===== src/rtl/fp_sqrt_datapath.sv =====
// rtl/fp_sqrt_datapath.sv - single-precision square-root datapath driven by an external sequencer
module fp_sqrt_datapath (
  input  logic        clk,
  input  logic        rst_n,
  input  logic [13:0] control_signal,
  input  logic [31:0] data_i,
  output logic        negative,
  output logic [31:0] data_o,
  output logic        done,
  output logic        invalid
);

  // Control word decode; bits 13:11 are reserved.
  logic ld_in, ld_exp, ld_rad, shift_in, ld_trial, commit, reject;
  logic ld_out, done_set, done_clr, clr_all;
  logic unused_ctrl;

  assign ld_in       = control_signal[0];
  assign ld_exp      = control_signal[1];
  assign ld_rad      = control_signal[2];
  assign shift_in    = control_signal[3];
  assign ld_trial    = control_signal[4];
  assign commit      = control_signal[5];
  assign reject      = control_signal[6];
  assign ld_out      = control_signal[7];
  assign done_set    = control_signal[8];
  assign done_clr    = control_signal[9];
  assign clr_all     = control_signal[10];
  assign unused_ctrl = ^control_signal[13:11];

  // State registers and their next-state values.
  logic [31:0] a_q, a_d;
  logic [7:0]  e_q, e_d;
  logic [47:0] d_q, d_d;
  logic [25:0] rem_q, rem_d;
  logic [23:0] q_q, q_d;
  logic [26:0] t_q, t_d;
  logic [31:0] data_q, data_d;
  logic        done_q, done_d;
  logic        invalid_q, invalid_d;

  // Derived values, all computed from pre-edge register contents.
  logic [8:0]  exp_sum;
  logic [24:0] rad_r;
  logic [26:0] trial_diff;
  logic [7:0]  a_exp;
  logic [22:0] a_man;

  assign a_exp      = a_q[30:23];
  assign a_man      = a_q[22:0];
  // Halve the biased exponent; an even unbiased exponent (odd biased) rounds up via A[23].
  assign exp_sum    = {1'b0, a_exp} + 9'd126 + {8'd0, a_q[23]};
  // Odd unbiased exponent: pre-shift the significand left by one so the root exponent is integral.
  assign rad_r      = a_q[23] ? {2'b01, a_man} : {1'b1, a_man, 1'b0};
  assign trial_diff = {1'b0, rem_q} - {1'b0, q_q, 2'b01};

  assign negative = t_q[26];
  assign data_o   = data_q;
  assign done     = done_q;
  assign invalid  = invalid_q;

  // Next-state selection; later assignments encode priority (ld_rad over shift/commit, clr_all over all).
  always_comb begin
    a_d       = a_q;
    e_d       = e_q;
    d_d       = d_q;
    rem_d     = rem_q;
    q_d       = q_q;
    t_d       = t_q;
    data_d    = data_q;
    done_d    = done_q;
    invalid_d = invalid_q;

    if (ld_in)  a_d = data_i;
    if (ld_exp) e_d = exp_sum[8:1];

    if (shift_in) begin
      rem_d = {rem_q[23:0], d_q[47:46]};
      d_d   = {d_q[45:0], 2'b00};
    end

    if (ld_trial) t_d = trial_diff;

    if (commit) begin
      rem_d = t_q[25:0];
      q_d   = {q_q[22:0], 1'b1};
    end else if (reject) begin
      q_d   = {q_q[22:0], 1'b0};
    end

    if (ld_rad) begin
      d_d   = {rad_r, 23'd0};
      rem_d = '0;
      q_d   = '0;
    end

    if (ld_out) begin
      if (a_exp == 8'd0) begin
        data_d    = {a_q[31], 31'd0};
        invalid_d = 1'b0;
      end else if (a_exp == 8'hFF && a_man != 23'd0) begin
        data_d    = 32'h7FC0_0000;
        invalid_d = 1'b1;
      end else if (a_q[31]) begin
        data_d    = 32'h7FC0_0000;
        invalid_d = 1'b1;
      end else if (a_exp == 8'hFF) begin
        data_d    = 32'h7F80_0000;
        invalid_d = 1'b0;
      end else begin
        data_d    = {1'b0, e_q, q_q[22:0]};
        invalid_d = 1'b0;
      end
    end

    if (done_set) done_d = 1'b1;
    if (done_clr) done_d = 1'b0;

    if (clr_all) begin
      a_d       = '0;
      e_d       = '0;
      d_d       = '0;
      rem_d     = '0;
      q_d       = '0;
      t_d       = '0;
      data_d    = '0;
      done_d    = 1'b0;
      invalid_d = 1'b0;
    end
  end

  // Register update with asynchronous clear.
  always_ff @(posedge clk or negedge rst_n) begin
    if (!rst_n) begin
      a_q       <= '0;
      e_q       <= '0;
      d_q       <= '0;
      rem_q     <= '0;
      q_q       <= '0;
      t_q       <= '0;
      data_q    <= '0;
      done_q    <= 1'b0;
      invalid_q <= 1'b0;
    end else begin
      a_q       <= a_d;
      e_q       <= e_d;
      d_q       <= d_d;
      rem_q     <= rem_d;
      q_q       <= q_d;
      t_q       <= t_d;
      data_q    <= data_d;
      done_q    <= done_d;
      invalid_q <= invalid_d;
    end
  end

endmodule


===== config.mk =====
export PLATFORM = sky130hd
export DESIGN_NAME = fp_sqrt_datapath
export DESIGN_NICKNAME = d
export VERILOG_FILES = /design/src/rtl/fp_sqrt_datapath.sv
export SDC_FILE = /design/constraint.sdc
export NUM_CORES = 1
export LEC_CHECK = 0
export CAP_MARGIN = 20
export CORE_MARGIN = 4
export CORE_UTILIZATION = 35
export CTS_CLUSTER_DIAMETER = 30
export CTS_CLUSTER_SIZE = 40
export DETAILED_ROUTE_END_ITERATION = 10
export MAX_ROUTING_LAYER = met4
export PLACE_DENSITY = 0.61
export SLEW_MARGIN = 20
export SYNTH_ARGS = -nofsm -noshare
export SYNTH_HDL_FRONTEND = slang
export SYNTH_SLANG_ARGS = --single-unit

===== constraint.sdc =====
create_clock -name clk -period 2.75 [get_ports clk]
set_input_delay 0.4125 -clock clk [delete_from_list [all_inputs] [get_ports clk]]
set_output_delay 0.4125 -clock clk [all_outputs]
set_load 0.03 [all_outputs]

==> results of run 1 <==
## cell type report
type / instances / share of cell area [%]
Clock inverter: 15 / 1.88
Inverter: 40 / 1.36
Sequential cell: 176 / 39.8
Timing Repair Buffer: 105 / 9.11
Multi-Input combinational cell: 660 / 40.2
Tap cell: 335 / 3.79
Clock buffer: 17 / 3.85
## cell usage in the layout (no fill, tap or decap), types with 24 or more instances in the layout
master           synthesis  routed
nand2_1                 38      38
nor2_1                 136     135
a22o_1                  44      44
ha_1                    28      28
nand3_1                 24      24
mux2i_1                 88      88
inv_1                   38      38
nor2b_1                 25      25
a21oi_1                 51      51
clkdlybuf4s50_1          0      74
dfrtp_1                176     176
a211oi_1                54      54
## how the worst max path moves through the flow
stage                        from  endpoint  slack [ns]
after global routing      q_q[10]   t_q[17]        0.22
after floorplan           q_q[17]   t_q[22]        0.63
after detailed placement  q_q[10]   t_q[17]        0.42
after CTS                 q_q[10]   t_q[17]        0.40
after global placement    q_q[10]   t_q[17]        0.45
final                     q_q[10]   t_q[17]        0.39
## stage by stage
stage          hold slack, ns  instance area, µm²  power, µW  worst slack (ns)
2_1_floorplan           0.117                9240       3480             0.628
6_report                0.299               11100       6350             0.394
5_1_grt                 0.339               11100       6630             0.218
3_3_place_gp            0.435               10400       3810             0.452
3_5_place_dp            0.431               10400       3830             0.425
4_1_cts                 0.301               11100       6420             0.405
## sequential cells by signal (all words and copies together) (netlist names)
name     count
d_q         25
data_o      32
q_q         24
done         1
rem_q       26
a_q         32
t_q         27
invalid      1
e_q          8
## worst min-delay path: stages
cell and delay, ns:
buf_2 0.13, a21oi_1 0.05, nor2_1 0.09
## cell families after synthesis
group | after synthesis | share of synthesized area, %
flops | 176 | 47.7
mux | 89 | 9.66
compound gates | 241 | 18.9
fa+ha+maj | 28 | 3.79
simple gates | 293 | 14.9
xor+xnor | 9 | 0.853
buf+inv | 100 | 4.28
## repair_timing
| item | 4_1_cts | 5_1_grt |
|---|---|---|
| resized for setup | 0 | 0 |
| hold endpoints to repair | 55 | 0 |
| hold buffers | 1 | 0 |
## layer usage
| metal | wire [µm] | part of all wire, % | up-vias | track usage, % |
|---|---|---|---|---|
| met5 | 0 | 0 | - | - |
| met2 | 10700 | 47 | 126 | 26.1 |
| met1 | 10800 | 48 | 3544 | 22.2 |
| met3 | 819 | 3.6 | 30 | 2.37 |
| li1 | - | - | 3513 | - |
| met4 | 249 | 1.1 | 0 | 4.03 |
## synthesized netlist by cell type (all sizes together), types with 9 or more instances
cell type / number / area [µm²]
a211oi: 54 / 405
a21o: 10 / 75.1
a21oi: 52 / 264
a22o: 44 / 385
a31oi: 9 / 56.3
buf: 23 / 106
clkbuf: 37 / 139
dfrtp: 176 / 4400
ha: 28 / 350
inv: 39 / 146
mux2i: 88 / 881
nand2: 38 / 143
nand3: 24 / 120
nor2: 136 / 510
nor2b: 25 / 156
nor3: 12 / 60.1
o21ai: 26 / 138
or3: 10 / 62.6
## report_power, final
group | leakage (µW) | switching, µW | total (µW) | internal, µW
logic | 0.00227 | 553 | 956 | 403
registers | 0.00238 | 101 | 2820 | 2720
clock network | 0.000301 | 1240 | 2570 | 1340
total | 0.00495 | 1890 | 6350 | 4460
==> reports/qor.yml, run 1 <==
final_cells: 1348
cts_tree: "built"
grt_overflow: 0
wl_per_cell_um: 16.7
synthCells: 936
synth_nets: 1012
hold_path.class: "in2reg"
slew_headroom_pct: 38.0
ys_async_sr_fraction_pct: 100
drt_wl_total_mm: 22.6
final_util_pct: 42.6
critical_path_depth: 8
crit_path_cell_trace: "inv_1 > ha_1 > a21oi_1 > o211ai_1 > o211ai_1 > a31oi_1 > or3_1 > a32o_1"
post-cts-setup-buffers: 0
fin_skew_ns: 0.0137
final_nets: 1076
finalSetupViolations: 0
cpMostUsedCell: "o211ai_1"
synth_edf_count: 0
synth_cell_types: 66
hold_depth: 3
initialDrtViolationCount: 544
clockRootBuffer: "clkbuf_16"
clk_latency_ns: 0.44
ys_ff_latch: 176
cp_slowest_cell: "dfrtp_1"
die_x_um: 170
r2r_start: "q_q[10]"
vias: 7213
rows: 59
synthToLayoutAreaGrowth_pct: 19.7
critPathArrivalTime_ns: 2.69
finalHoldViolCount: 0
tightestPinTransition_ns: 0.930
yosysWarnings: 0
clk_pin_slew_ns: 0.08
fp.dieArea_mm2: 0.0290
p_per_area_mw_per_mm2: 574
seq_area_frac_synth_pct: 47.7
antenna_left: 0
antenna_found_initial: 0
crit_path_max_fanout: 6
hp-start: "control_signal[5]"
synth_area_per_cell_um2: 9.87
peakVddDrop_v: 0.000387
r2r_setup_slack_ns: 0.39
slew_violations: 0
max_cap_viol_count: 0
status: "complete, no violations"
critPathTopFamily: "compound AO/OA/AOI/OAI gates"
cp-start-kind: "flip-flop"
nFillCells: 2538
syn_area_mm2: 0.00924
endpoint_kind: "flip-flop"
hpwl_mm: 15.4
drc: 0
cts_buffers: 17
clock_sinks: 176
drive_above_1_share_pct: 7.50
fin_crit_ns: 2.36
num_antenna_cells: 0
grt_max_degree: 62
clockBufferDepth: 2
period_share_pct: 85.7
reg2reg_to: "t_q[17]"
viasPerCell: 5.35
grt_pass1_wl_mm: 37.9
core_mm2: 0.0260
fmax_mhz: 424
multi_input_area_mm2: 0.00444
ios: 83
r2r_cells: 8
holdPathEnd: "q_q[0]"
p_leak_uw: 0.00495
die_height_um: 170
ys.flop_type: "dfrtp_1"
initial_core_util_pct: 35.5
cpPeakStageDelay_ns: 0.40
grt_pass1_vias: 7265
path_buf_inv: 1
drt_pass1_iterations: 5
htreeDepth: 4
gp_congestion: 0.877
crit_type: "reg2reg"
seq_area_mm2: 0.00440
dp.cells: 1315
worst_ep_required_time_ns: 3.08
gr-usage-all-layers_pct: 16.4
fin_tns_setup_ns: 0
rsz0062_at_grt: "no"
io_buffers: 79
Power figures use the tool's default switching activity.
==> run 2: changes to the inputs <==
--- a/config.mk
+++ b/config.mk
@@ -9,7 +9,6 @@
 export CORE_MARGIN = 4
 export CORE_UTILIZATION = 35
 export CTS_CLUSTER_DIAMETER = 30
-export CTS_CLUSTER_SIZE = 40
 export DETAILED_ROUTE_END_ITERATION = 10
 export MAX_ROUTING_LAYER = met4
 export PLACE_DENSITY = 0.61
==> constraint.sdc (replaced) <==
create_clock -name clk -period 2.5 [get_ports clk]
set_input_delay 0.375 -clock clk [delete_from_list [all_inputs] [get_ports clk]]
set_output_delay 0.375 -clock clk [all_outputs]
set_load 0.03 [all_outputs]
==> run 2 against run 1 <==
Global-route usage fell by 0.077 points; non-clock buffer count rose by 6; critical endpoint is now t_q[22]; final cell count rose by 0.45%; clock power barely moved; die area did not move; sequential share of layout area rose by 0.077 points; clock-buffer cell count did not move; critical path depth did not move.
==> reports/qor.yml, run 2 (same netlist as run 1, synthesis figures left out) <==
tightestPinTransition_ns: 0.548
hold_depth: 3
cp_slowest_cell: "or4_1"
post-cts-setup-buffers: 0
drt_pass1_iterations: 5
crit_type: "reg2reg"
io_buffers: 79
finalHoldViolCount: 0
dp_slack_ns: 0.160
r2r_setup_slack_ns: 0.15
num_antenna_cells: 0
final_nets: 1082
grt_pass1_wl_mm: 37.5
fmax_mhz: 425
rsz0062_at_grt: "no"
grtUsageMet2_pct: 25.7
peakVddDrop_v: 0.000329
synthToLayoutAreaGrowth_pct: 19.5
setup_slack_ns: 0.149
initialDrtViolationCount: 501
core_mm2: 0.0260
drt_wl_total_mm: 22.5
antenna_found_initial: 0
hpwl_mm: 15.7
endpoint_kind: "flip-flop"
clockBufferDepth: 2
period_share_pct: 94.0
antenna_left: 0
cpPeakStageDelay_ns: 0.52
clk_pin_slew_ns: 0.07
worst_ep_required_time_ns: 2.81
cp-start-kind: "flip-flop"
status: "complete, no violations"
die_height_um: 170
p_leak_uw: 0.00495
clock_sinks: 176
slew_headroom_pct: 63.5
cts_buffers: 17
drive_above_1_share_pct: 8.15
layout_common_cells: "176 x dfrtp_1, 135 x nor2_1, 88 x mux2i_1"
final_cells: 1354
die_x_um: 170
fin_tns_setup_ns: 0
crit_path_cell_trace: "inv_1 > ha_1 > a21oi_2 > o21ai_1 > a221o_1 > a21o_1 > or4_1 > o311ai_1"
grt_overflow: 0
p_per_area_mw_per_mm2: 611
grt_max_degree: 61
rows: 59
holdPathEnd: "q_q[0]"
path_buf_inv: 1
met1_usage_pct: 22.2
reg2reg_to: "t_q[22]"
ios: 83
fp.dieArea_mm2: 0.0290
clockRootBuffer: "clkbuf_16"
layout_commonest_cell: "dfrtp_1"
r2r_start: "q_q[13]"
drc: 0
use_met3_pct: 2.79
wl_per_cell_um: 16.6
hp-start: "control_signal[5]"
gp_congestion: 0.912
slew_violations: 0
gr-usage-all-layers_pct: 16.3
vias: 7218
critPathArrivalTime_ns: 2.66
finalSetupViolations: 0
initial_core_util_pct: 35.5
final_util_pct: 42.5
htreeDepth: 4
dp.cells: 1321
p_total_uw: 6740
clk_latency_ns: 0.43
cts_tree: "built"
critical_path_depth: 8
hold_path.class: "in2reg"
r2r_cells: 8
max_cap_viol_count: 0
fin_skew_ns: 0.0179
critPathTopFamily: "compound AO/OA/AOI/OAI gates"
viasPerCell: 5.33
grt.busiest_layer: "met2"
crit_path_max_fanout: 6
fin_crit_ns: 2.35
grt_pass1_vias: 7174
==> run 2: changes by cell type in the layout (fill, tap and decap cells not counted), moves of 2 or more <==
cell,previous run,this run
clkinv_8,4,1
inv_12,2,0
inv_6,1,8
buf_4,22,28
inv_8,5,2
==> run 2: layer usage <==
| metal | wire, µm | vias up |
|---|---|---|
| met2 | 10800 | 111 |
| met1 | 10700 | 3555 |
| met4 | 214 | 0 |
| met5 | 0 | - |
| li1 | - | 3534 |
| met3 | 821 | 18 |
==> run 2: worst max path at each step <==
stage / to / slack, ns / start
after global placement: t_q[22] / 0.19 / q_q[15]
after global routing: t_q[22] / 0.01 / q_q[13]
final: t_q[22] / 0.15 / q_q[13]
after floorplan: t_q[22] / 0.38 / q_q[17]
after detailed placement: t_q[17] / 0.16 / q_q[10]
after CTS: t_q[17] / 0.12 / q_q[10]
==> run 2: per-stage QoR <==
step,hold slack (ns),cell area (µm²)
global placement,0.292,10500
floorplan,0.0794,9240
finish,0.260,11000
CTS,0.245,11000
global route,0.255,11000
detailed placement,0.291,10500
==> run 2: where the power goes <==
| part | internal (µW) | total, µW | leakage (µW) | switching, µW |
|---|---|---|---|---|
| sequential | 2990 | 3100 | 0.00238 | 109 |
| combinational | 449 | 1060 | 0.00230 | 612 |
| clock | 1320 | 2580 | 0.000273 | 1260 |
==> run 2: layout make-up <==
cell class | count | area (µm²)
Fill cell | 2535 | 14900
Sequential cell | 176 | 4400
Tap cell | 335 | 419
Clock buffer | 17 | 425
Clock inverter | 15 | 138
Inverter | 40 | 150
Multi-Input combinational cell | 660 | 4450
Timing Repair Buffer | 111 | 1050
==> run 2: what timing repair did <==
action	CTS	global route
gates resized for setup	0	1
endpoints found under the setup margin	0	1
hold buffers	1	0
hold endpoints to repair	29	0
==> run 2: worst reg2reg max path: stages (launching register included) <==
cell,delay [ns]
dfrtp_1,0.40
inv_1,0.06
ha_1,0.38
a21oi_2,0.17
o21ai_1,0.13
a221o_1,0.33
a21o_1,0.19
or4_1,0.52
o311ai_1,0.09
